==> src/rtl/fp_pkg.sv <==
// Shared definitions for the sequential binary32 divider.
// Latency: n/a (types and constants only).
// Backpressure: n/a.
package fp_pkg;

    typedef enum logic [2:0] {
        IDLE  = 3'd0,
        SETUP = 3'd1,
        ITER  = 3'd2,
        ROUND = 3'd3,
        DONE  = 3'd4
    } div_state_t;

    localparam logic [31:0] QNAN    = 32'h7FC0_0000;
    localparam int          BIAS    = 127;
    localparam int          EXP_MAX = 255;

    // Positions inside out_flags = {invalid, div_by_zero, overflow, underflow}
    localparam int FLG_NV = 3;
    localparam int FLG_DZ = 2;
    localparam int FLG_OF = 1;
    localparam int FLG_UF = 0;

    // Number of quotient bits produced: 24 mantissa bits plus one guard bit
    localparam logic [4:0] ITER_STEPS = 5'd25;

endpackage

==> src/rtl/fp_classify.sv <==
// Splits a binary32 word into fields and flags its class; denormals read as zero.
// Latency: combinational.
// Backpressure: none, pure function of the input word.
module fp_classify
    import fp_pkg::*;
(
    input  logic [31:0] word,
    output logic        sign,
    output logic [7:0]  exp,
    output logic [23:0] mant,
    output logic        is_zero,
    output logic        is_inf,
    output logic        is_nan
);

    localparam logic [7:0] EXP_ALL_ONES = 8'(EXP_MAX);

    logic       exp_zero;
    logic       exp_ones;
    logic       frac_zero;

    // Field extraction and class decode
    always_comb begin
        sign      = word[31];
        exp       = word[30:23];
        exp_zero  = (word[30:23] == 8'd0);
        exp_ones  = (word[30:23] == EXP_ALL_ONES);
        frac_zero = (word[22:0] == 23'd0);
        // Flush-to-zero: any zero exponent (true zero or denormal) counts as zero
        is_zero   = exp_zero;
        is_inf    = exp_ones && frac_zero;
        is_nan    = exp_ones && !frac_zero;
        mant      = exp_zero ? 24'd0 : {1'b1, word[22:0]};
    end

endmodule

==> src/rtl/fp_seq_divider.sv <==
// Iterative binary32 divider a/b: restoring division, one quotient bit per cycle, RNE rounding.
// Latency: 27 cycles for ordinary operands, 1 cycle after acceptance for special operands.
// Backpressure: result held in DONE until out_ready; no new operands accepted until then.
module fp_seq_divider
    import fp_pkg::*;
(
    input  logic        clk,
    input  logic        rst,
    input  logic        in_valid,
    output logic        in_ready,
    input  logic [31:0] a,
    input  logic [31:0] b,
    output logic        out_valid,
    input  logic        out_ready,
    output logic [31:0] out,
    output logic [3:0]  out_flags
);

    div_state_t         state;

    logic [31:0]        a_q;
    logic [31:0]        b_q;

    logic               sa, sb;
    logic [7:0]         ea, eb;
    logic [23:0]        ma, mb;
    logic               a_zero, a_inf, a_nan;
    logic               b_zero, b_inf, b_nan;

    logic               sign_q;
    logic signed [9:0]  exp_q;
    logic [25:0]        r_q;
    // Low 24 bits of the 25-bit quotient; the leading bit always ends at 1
    // after normalisation, so it is never stored.
    logic [23:0]        q_q;
    logic [4:0]         cnt_q;

    fp_classify u_cls_a (
        .word    (a_q),
        .sign    (sa),
        .exp     (ea),
        .mant    (ma),
        .is_zero (a_zero),
        .is_inf  (a_inf),
        .is_nan  (a_nan)
    );

    fp_classify u_cls_b (
        .word    (b_q),
        .sign    (sb),
        .exp     (eb),
        .mant    (mb),
        .is_zero (b_zero),
        .is_inf  (b_inf),
        .is_nan  (b_nan)
    );

    assign in_ready = (state == IDLE) && !rst;

    // Special-operand decode, in priority order
    logic               spec_vld;
    logic [31:0]        spec_res;
    logic [3:0]         spec_flg;
    logic               sign_n;

    always_comb begin
        spec_vld = 1'b0;
        spec_res = 32'd0;
        spec_flg = 4'd0;
        sign_n   = sa ^ sb;
        if (a_nan || b_nan) begin
            spec_vld = 1'b1;
            spec_res = QNAN;
        end else if ((a_inf && b_inf) || (a_zero && b_zero)) begin
            spec_vld         = 1'b1;
            spec_res         = QNAN;
            spec_flg[FLG_NV] = 1'b1;
        end else if (a_inf) begin
            spec_vld = 1'b1;
            spec_res = {sign_n, 8'hFF, 23'd0};
        end else if (b_inf || a_zero) begin
            spec_vld = 1'b1;
            spec_res = {sign_n, 31'd0};
        end else if (b_zero) begin
            spec_vld         = 1'b1;
            spec_res         = {sign_n, 8'hFF, 23'd0};
            spec_flg[FLG_DZ] = 1'b1;
        end
    end

    // Normal-path setup: biased exponent and pre-normalised partial remainder
    logic signed [9:0]  e_raw;
    logic signed [9:0]  e_init;
    logic [25:0]        r_init;
    logic               ma_lt_mb;

    always_comb begin
        e_raw    = $signed({2'b00, ea}) - $signed({2'b00, eb}) + 10'(BIAS);
        ma_lt_mb = (ma < mb);
        // Doubling a smaller dividend keeps the leading quotient bit at 1
        r_init   = ma_lt_mb ? {1'b0, ma, 1'b0} : {2'b00, ma};
        e_init   = ma_lt_mb ? (e_raw - 10'sd1) : e_raw;
    end

    // One restoring-division step
    logic [25:0]        mb_ext;
    logic               ge;
    logic [25:0]        r_diff;
    logic [25:0]        r_next;

    always_comb begin
        mb_ext = {2'b00, mb};
        ge     = (r_q >= mb_ext);
        r_diff = ge ? (r_q - mb_ext) : r_q;
        r_next = r_diff << 1;
    end

    // Round-to-nearest-even and range check on the finished quotient
    logic               round_up;
    logic [23:0]        frac_sum;
    logic signed [9:0]  rnd_exp;
    logic [31:0]        rnd_res;
    logic [3:0]         rnd_flg;

    always_comb begin
        round_up = q_q[0] && ((r_q != 26'd0) || q_q[1]);
        // Bit 23 of the sum is the carry out of the 24-bit mantissa
        frac_sum = {1'b0, q_q[23:1]} + {23'd0, round_up};
        rnd_exp  = exp_q + $signed({9'd0, frac_sum[23]});
        rnd_flg  = 4'd0;
        if (rnd_exp >= 10'(EXP_MAX)) begin
            rnd_res          = {sign_q, 8'hFF, 23'd0};
            rnd_flg[FLG_OF]  = 1'b1;
        end else if (rnd_exp <= 10'sd0) begin
            rnd_res          = {sign_q, 31'd0};
            rnd_flg[FLG_UF]  = 1'b1;
        end else begin
            // On carry the fraction field is already all zeros
            rnd_res          = {sign_q, rnd_exp[7:0], frac_sum[22:0]};
        end
    end

    // Control FSM and registered outputs
    always_ff @(posedge clk) begin
        if (rst) begin
            state     <= IDLE;
            out_valid <= 1'b0;
            out       <= 32'd0;
            out_flags <= 4'd0;
        end else begin
            case (state)
                IDLE: begin
                    if (in_valid) begin
                        state <= SETUP;
                    end
                end
                SETUP: begin
                    if (spec_vld) begin
                        out       <= spec_res;
                        out_flags <= spec_flg;
                        out_valid <= 1'b1;
                        state     <= DONE;
                    end else begin
                        state     <= ITER;
                    end
                end
                ITER: begin
                    if (cnt_q == 5'd1) begin
                        state <= ROUND;
                    end
                end
                ROUND: begin
                    out       <= rnd_res;
                    out_flags <= rnd_flg;
                    out_valid <= 1'b1;
                    state     <= DONE;
                end
                DONE: begin
                    if (out_ready) begin
                        out_valid <= 1'b0;
                        state     <= IDLE;
                    end
                end
                default: begin
                    state <= IDLE;
                end
            endcase
        end
    end

    // Operand capture and divide datapath (no reset needed, qualified by state)
    always_ff @(posedge clk) begin
        if (state == IDLE && in_valid) begin
            a_q <= a;
            b_q <= b;
        end
        if (state == SETUP) begin
            sign_q <= sign_n;
            exp_q  <= e_init;
            r_q    <= r_init;
            q_q    <= 24'd0;
            cnt_q  <= ITER_STEPS;
        end else if (state == ITER) begin
            r_q    <= r_next;
            q_q    <= {q_q[22:0], ge};
            cnt_q  <= cnt_q - 5'd1;
        end
    end

endmodule

==> config.mk <==
export PLATFORM = sky130hd
export DESIGN_NAME = fp_seq_divider
export DESIGN_NICKNAME = d
export VERILOG_FILES = /design/src/rtl/fp_pkg.sv /design/src/rtl/fp_classify.sv /design/src/rtl/fp_seq_divider.sv
export SDC_FILE = /design/constraint.sdc
export NUM_CORES = 1
export LEC_CHECK = 0
export BUFFER_PORTS_ARGS = -buffer_cell sky130_fd_sc_hd__buf_2
export CAP_MARGIN = 5
export CORE_MARGIN = 5
export CORE_UTILIZATION = 40
export CTS_CLUSTER_SIZE = 14
export DETAILED_ROUTE_END_ITERATION = 10
export GPL_TIMING_DRIVEN = 0
export HOLD_SLACK_MARGIN = 0.12
export PLACE_DENSITY = 0.65
export SYNTH_ARGS = -nofsm -noshare
export SYNTH_HDL_FRONTEND = slang
export SYNTH_SLANG_ARGS = --single-unit
==> constraint.sdc <==
create_clock -name clk -period 9.55 [get_ports clk]
set_clock_uncertainty 0.1 [all_clocks]
set_input_delay 1.4325 -clock clk [delete_from_list [all_inputs] [get_ports clk]]
set_output_delay 1.4325 -clock clk [all_outputs]
set_load 0.05 [all_outputs]
==> summary.txt, run 1 <==
Outcome
  • Outcome: finished, final reports clean

Logic synthesis
  • Synth area leaders: edfxtp_1 (31%), dfxtp_1 (14%), ha_1 (7.9%)
  • Seq/Total Area, Yosys: 44.4%
  • Mapped cell area: 9940 µm²
  • Synth unique cells: 79
  • Post-synth EDFFs: 101
  • Largest family of logic cells by synthesized area: simple AND/OR/NAND/NOR gates
  • Syn Inst Count: 1035
  • Yosys warns: 0
  • Synth area leader: edfxtp_1
  • Post-synthesis area per instance: 9.60 µm²
  • Top_reg_cell synth: edfxtp_1
  • Mux share of post-synthesis cell area: 1.52%
  • Synth Area in Adders: 8.34%
  • Compound-gate portion of the synthesized area: 18.1%
  • Synth Register Bits: 170
  • Simple-gate area share of the yosys netlist: 18.5%
  • Post-synth top area share: 30.5%
  • Fraction of registers with async set or reset after synthesis: 0%
  • Synthesized Nets: 1168
  • XOR/XNOR Fraction of Synth Area: 5.55%

Routing
  • Antenna-violating nets left: 0
  • Drt pass-1 iters: 4
  • Routed vias: 8225
  • Avg Vias per Cell: 5.47
  • Remaining DRCs: 0
  • Iter 0 DRT Violations: 548
  • Final Routed Wirelength: 25200 µm
  • Avg WL per Cell: 16.7 µm

CTS
  • Hold-fix buffers, CTS: 0
  • H-Tree Level Count: 4
  • Clock sink count: 170
  • CTS tree: yes
  • CTS Buf Count: 17
  • CTS root buffer: clkbuf_16
  • Clock slew at reported path FFs: 0.07 ns
  • Cts repair resizes: 0
  • Setup Fix Bufs, Post-CTS: 0
  • Clock Path Buffers: 2
  • Worst skew pair latency: 0.43 ns

Critical path
  • WS Path Type: reg -> reg
  • Reg2Reg Depth: 17
  • Crit-path slowest cell: or4_1
  • Critical path fanouts, max: 10
  • Crit path top cell by count: clkbuf_1
  • Largest stage delay, worst path: 0.58 ns
  • CP endpoint kind: flip-flop
  • CP arrival: 5.15 ns
  • Worst-path cell chain: or4_1 > or2_0 > clkbuf_1 > clkbuf_1 > clkbuf_1 > nand2_1 > inv_1 > ha_1 > and3_1 > a2111oi_0 > nand3_1 > o2111ai_1 > o21ai_1 > buf_2 > buf_2 > a211oi_1 > a31oi_1
  • Crit start category: flip-flop
  • Req. time, crit path: 9.60 ns

Layout
  • Most frequent cells in the layout: nand2_1 (132), buf_2 (112), edfxtp_1 (101)
  • Commonest non-fill, non-tap cell in the layout: nand2_1
  • Layout Cells excl Fill: 1503
  • Syn-to-layout area delta: 15.9%
  • Diode count: 0
  • Fill cells: 2366
  • Util after Layout: 47.2%
  • Final #Nets: 1299
  • Share of cells above drive strength 1: 15.7%

STA
  • Final hold violation count: 0
  • Setup TNS: 0 ns
  • Fmax: 196 MHz
  • Worst-margin pin slew: 1.23 ns
  • Crit path time final: 5.10 ns
  • Fin Hold WS: 0.348 ns
  • Setup repair after global routing missed its margin: no
  • Final setup viols: 0
  • Final Cycle Share: 53.4%
  • Slew Limit Headroom: 17.8%
  • Slew Viols, Final: 0

Floorplanning
  • Die area: 28100 µm²
  • Top Ports: 106
  • Chip height: 168 µm
  • Starting Density: 40.7%
  • Num rows: 57
  • Core Area: 24400 µm²
  • Die X: 168 µm

Placed design
  • PortBufs: 105
  • DP Cell Count: 1471
  • HPWL Detailed: 19600 µm
  • RePlAce Congestion: 0.899

Job
  • Maxcap violations: 0

GRT
  • First-pass GRT wire length: 40800 µm
  • Pin count of the biggest net entering global routing: 31
  • GR Overflow Total: 0
  • Tot GR Track Use: 17.7%
  • Vias in the first global route: 8140
  • Initial antenna violation count: 0

Power and ir drop
  • Power density over the cells: 197 nW/µm²
  • Total Power: 0.00227 W
  • Max VDD drop: 107 µV
  • P_leak: 4.54 nW

Min path
  • Hold Crit Class: reg -> reg
  • Hold path cells: 2
[layer usage]
layer / part of all wire, % / up-vias / routed length [µm] / GRT usage, %
met4: 2.8 / 0 / 695 / 7.30
met1: 47 / 3846 / 11800 / 24.0
li1: - / 4097 / - / -
met2: 45 / 242 / 11300 / 28.6
met5: 0 / - / 0 / 0
met3: 5.3 / 40 / 1340 / 2.66
[cell families after synthesis]
kind of cell    count (synthesis)
flops                         170
fa+ha+maj                      65
xor+xnor                       63
buf+inv                        85
compound gates                256
mux                            15
simple gates                  381
[power breakdown]
part | total [W] | switching [W] | internal (W)
logic | 0.000638 | 0.000378 | 0.000260
clock network | 0.000705 | 0.000313 | 0.000392
registers | 0.000923 | 0.0000510 | 0.000872
total | 0.00227 | 0.000742 | 0.00152
[through the flow]
step,setup slack (ns),instance area [µm²]
global placement,-1.70,10900
CTS,4.44,11500
floorplan,0.861,9940
global route,4.13,11500
detailed placement,4.46,10900
finish,4.45,11500
[final cells by class]
type,instances,area [µm²],area share [%]
plain buffers,35,171,1.49
clock buffers,18,429,3.73
multi-input cells,780,5170,44.9
repair buffers,112,578,5.02
clock inverters,14,159,1.38
inverters,50,188,1.63
flip-flops and latches,170,4410,38.3
well taps,324,405,3.52
[worst max-delay path: cells and delay by family, from the launching register on]
kind | cells | cell delay, ns
adders and majority gates | 1 | 0.30
DFF | 1 | 0.42
and+or+nand+nor | 5 | 1.33
buffers and inverters | 6 | 1.36
AOI/OAI and AO/OA | 5 | 1.30
[flip-flops by register name, summed over array words and instances, names as in the netlist]
signal,cells
b_q,32
state,3
a_q,32
cnt_q,5
out_flags,4
out_valid,1
q_q,24
out,32
r_q,26
sign_q,1
exp_q,10
[Yosys cell counts (7+ instances only)]
library cell    n
xor2_1         19
o21ai_2        19
nand4_1        19
a21oi_1        48
ha_1           63
nor2b_1         8
o21ai_0        40
and2_1         18
dfxtp_1        69
o21a_1         14
nor3_1         16
xnor2_1        44
a21o_1         12
nand3_1        32
buf_2           7
nand2_1       132
nor2_1         82
mux2i_1        14
or3_1          11
edfxtp_1      101
a22o_1         16
inv_1          49
nand2b_1        7
nor4_1         28
clkbuf_1       23
a31oi_1        11
a211oi_1       24
[worst paths after layout]
path                            slack, ns    start      end
worst max register to register       4.45  a_q[27]  r_q[18]
worst max-delay path                 4.45  a_q[27]  r_q[18]
worst min register to register       0.35   out[2]   out[2]
worst min-delay path                 0.35   out[2]   out[2]
Note: power is estimated with default switching activity, not from simulation.
==> run 2, diff against run 1 <==
==> constraint.sdc (replaced) <==
create_clock -name clk -period 4.9 [get_ports clk]
set_clock_uncertainty 0.1 [all_clocks]
set_input_delay 0.735 -clock clk [delete_from_list [all_inputs] [get_ports clk]]
set_output_delay 0.735 -clock clk [all_outputs]
set_load 0.05 [all_outputs]
==> summary.txt, run 2 (synthesis results as in run 1) <==
Placed design
  • PortBufs: 105 (unchanged)
  • RePlAce Congestion: 0.903 (was 0.899)
  • HPWL Detailed: 19400 µm (was 19600 µm)

GRT
  • Tot GR Track Use: 17.8% (was 17.7%)
  • First-pass GRT wire length: 40700 µm (was 40800 µm)
  • Initial antenna violation count: 0 (unchanged)
  • Pin count of the biggest net entering global routing: 31 (unchanged)
  • GR Overflow Total: 0 (unchanged)
  • Vias in the first global route: 7840 (was 8140)

Routing
  • Drt pass-1 iters: 5 (was 4)
  • Iter 0 DRT Violations: 530 (was 548)
  • Avg WL per Cell: 16.7 µm (about the same)
  • Final Routed Wirelength: 25100 µm (was 25200 µm)
  • Remaining DRCs: 0 (unchanged)
  • Routed vias: 8122 (was 8225)
  • Antenna-violating nets left: 0 (unchanged)
  • Avg Vias per Cell: 5.42 (was 5.47)

STA
  • Final hold violation count: 0 (unchanged)
  • Setup repair after global routing missed its margin: no (unchanged)
  • Crit path time final: 4.55 ns (was 5.10 ns)
  • Worst-margin pin slew: 1.30 ns (was 1.23 ns)
  • Final setup viols: 0 (unchanged)
  • Fmax: 220 MHz (was 196 MHz)
  • Slew Limit Headroom: 13.3% (was 17.8%)
  • Slew Viols, Final: 0 (unchanged)
  • Final Cycle Share: 92.8% (was 53.4%)
  • Fin Hold WS: 0.348 ns (about the same)

Critical path
  • Req. time, crit path: 4.95 ns (was 9.60 ns)
  • WS Path Type: reg -> reg (unchanged)
  • CP endpoint kind: flip-flop (unchanged)
  • Critical path fanouts, max: 25 (was 10)
  • Crit start category: flip-flop (unchanged)
  • CP arrival: 4.60 ns (was 5.15 ns)

CTS
  • Hold-fix buffers, CTS: 0 (unchanged)
  • Clock Path Buffers: 2 (unchanged)
  • CTS Buf Count: 17 (unchanged)
  • H-Tree Level Count: 4 (unchanged)
  • Worst skew pair latency: 0.43 ns (about the same)
  • CTS tree: yes (unchanged)
  • Clock slew at reported path FFs: 0.07 ns (about the same)
  • Clock sink count: 170 (unchanged)
  • CTS root buffer: clkbuf_16 (unchanged)

Floorplanning
  • Core Area: 24400 µm² (unchanged)
  • Num rows: 57 (unchanged)
  • Die X: 168 µm (unchanged)
  • Top Ports: 106 (unchanged)
  • Chip height: 168 µm (unchanged)
  • Starting Density: 40.7% (unchanged)
  • Die area: 28100 µm² (unchanged)

Layout
  • Final #Nets: 1294 (was 1299)
  • Diode count: 0 (unchanged)
  • Largest registers: a_q x32, b_q x32, out x32 (unchanged)
  • Share of cells above drive strength 1: 16.3% (was 15.7%)
  • Syn-to-layout area delta: 16.2% (was 15.9%)
  • Commonest non-fill, non-tap cell in the layout: nand2_1 (unchanged)
  • Most frequent cells in the layout: nand2_1 (131), buf_2 (112), edfxtp_1 (101) (was nand2_1 (132), buf_2 (112), edfxtp_1 (101))

Power and ir drop
  • Max VDD drop: 189 µV (was 107 µV)
  • Power density over the cells: 383 nW/µm² (was 197 nW/µm²)
  • Total Power: 0.00443 W (was 0.00227 W)
  • P_leak: 4.57 nW (was 4.54 nW)

Outcome
  • Outcome: finished, final reports clean (unchanged)

Job
  • Maxcap violations: 0 (unchanged)

Min path
  • Hold Crit Class: reg -> reg (unchanged)
==> run 2: cell count changes in the layout (fill, tap and decap cells not counted), moves of 3 or more <==
cell	before	now
buf_4	7	0
clkbuf_1	24	19
buf_6	1	4
clkbuf_2	1	4
==> run 2: where the power goes <==
| part | switching, W | internal (W) |
|---|---|---|
| registers | 0.000100 | 0.00170 |
| clock network | 0.000621 | 0.000754 |
| logic | 0.000743 | 0.000511 |
==> run 2: worst paths after layout <==
kind            from       to  slack [ns]  cells past startpoint
min          out[12]  out[12]        0.35                      2
max reg2reg  a_q[27]   r_q[3]        0.35                     15
max          a_q[27]   r_q[3]        0.35                     15
min reg2reg  out[12]  out[12]        0.35                      2
==> run 2: critical path, cell delays in order, from the launching register on <==
cell and delay (ns):
edfxtp_1 0.42, or4_1 0.59, or2_0 0.24, clkbuf_2 0.30, and2_1 0.35, ha_1 0.36
nand4_1 0.08, nor2_1 0.19, o21a_1 0.18, a221oi_2 0.08, o21ai_2 0.32, buf_2 0.33
buf_2 0.31, nor2_1 0.08, a211oi_1 0.26, a21oi_1 0.07
==> run 2: cell type report <==
type	instances	area, µm²
Buffer	33	168
Clock buffer	20	479
Clock inverter	12	115
Fill cell	2332	12800
Inverter	50	188
Multi-Input combinational cell	780	5200
Sequential cell	170	4410
Tap cell	324	405
Timing Repair Buffer	109	574
==> run 2: per-layer routing <==
layer | global-route usage, % | up-vias | wire length (µm)
met5 | 0 | - | 0
li1 | - | 4086 | -
met1 | 24.9 | 3750 | 11700
met4 | 6.00 | 0 | 641
met3 | 3.06 | 41 | 1490
met2 | 28.2 | 245 | 11200
==> run 2: timing repair <==
| action | 4_1_cts | 5_1_grt |
|---|---|---|
| endpoints found under the setup margin | 31 | 30 |
| gates cloned | 0 | 0 |
| gates resized for setup | 2 | 9 |
| setup buffers | 0 | 0 |
==> run 2: metrics by stage <==
stage | worst slack (ns) | util [%] | cells | cell area [µm²] | setup TNS [ns]
after floorplan | 0.00816 | - | 1035 | 9940 | 0
after global placement | -1.33 | 44.6 | 1464 | 10900 | -86.13
after detailed placement | -0.240 | 44.8 | 1468 | 10900 | -3.29
after CTS | 0.0627 | 47.3 | 1499 | 11500 | 0
after global routing | 0.0346 | 47.3 | 1498 | 11500 | 0
final | 0.352 | 47.3 | 1498 | 11500 | 0
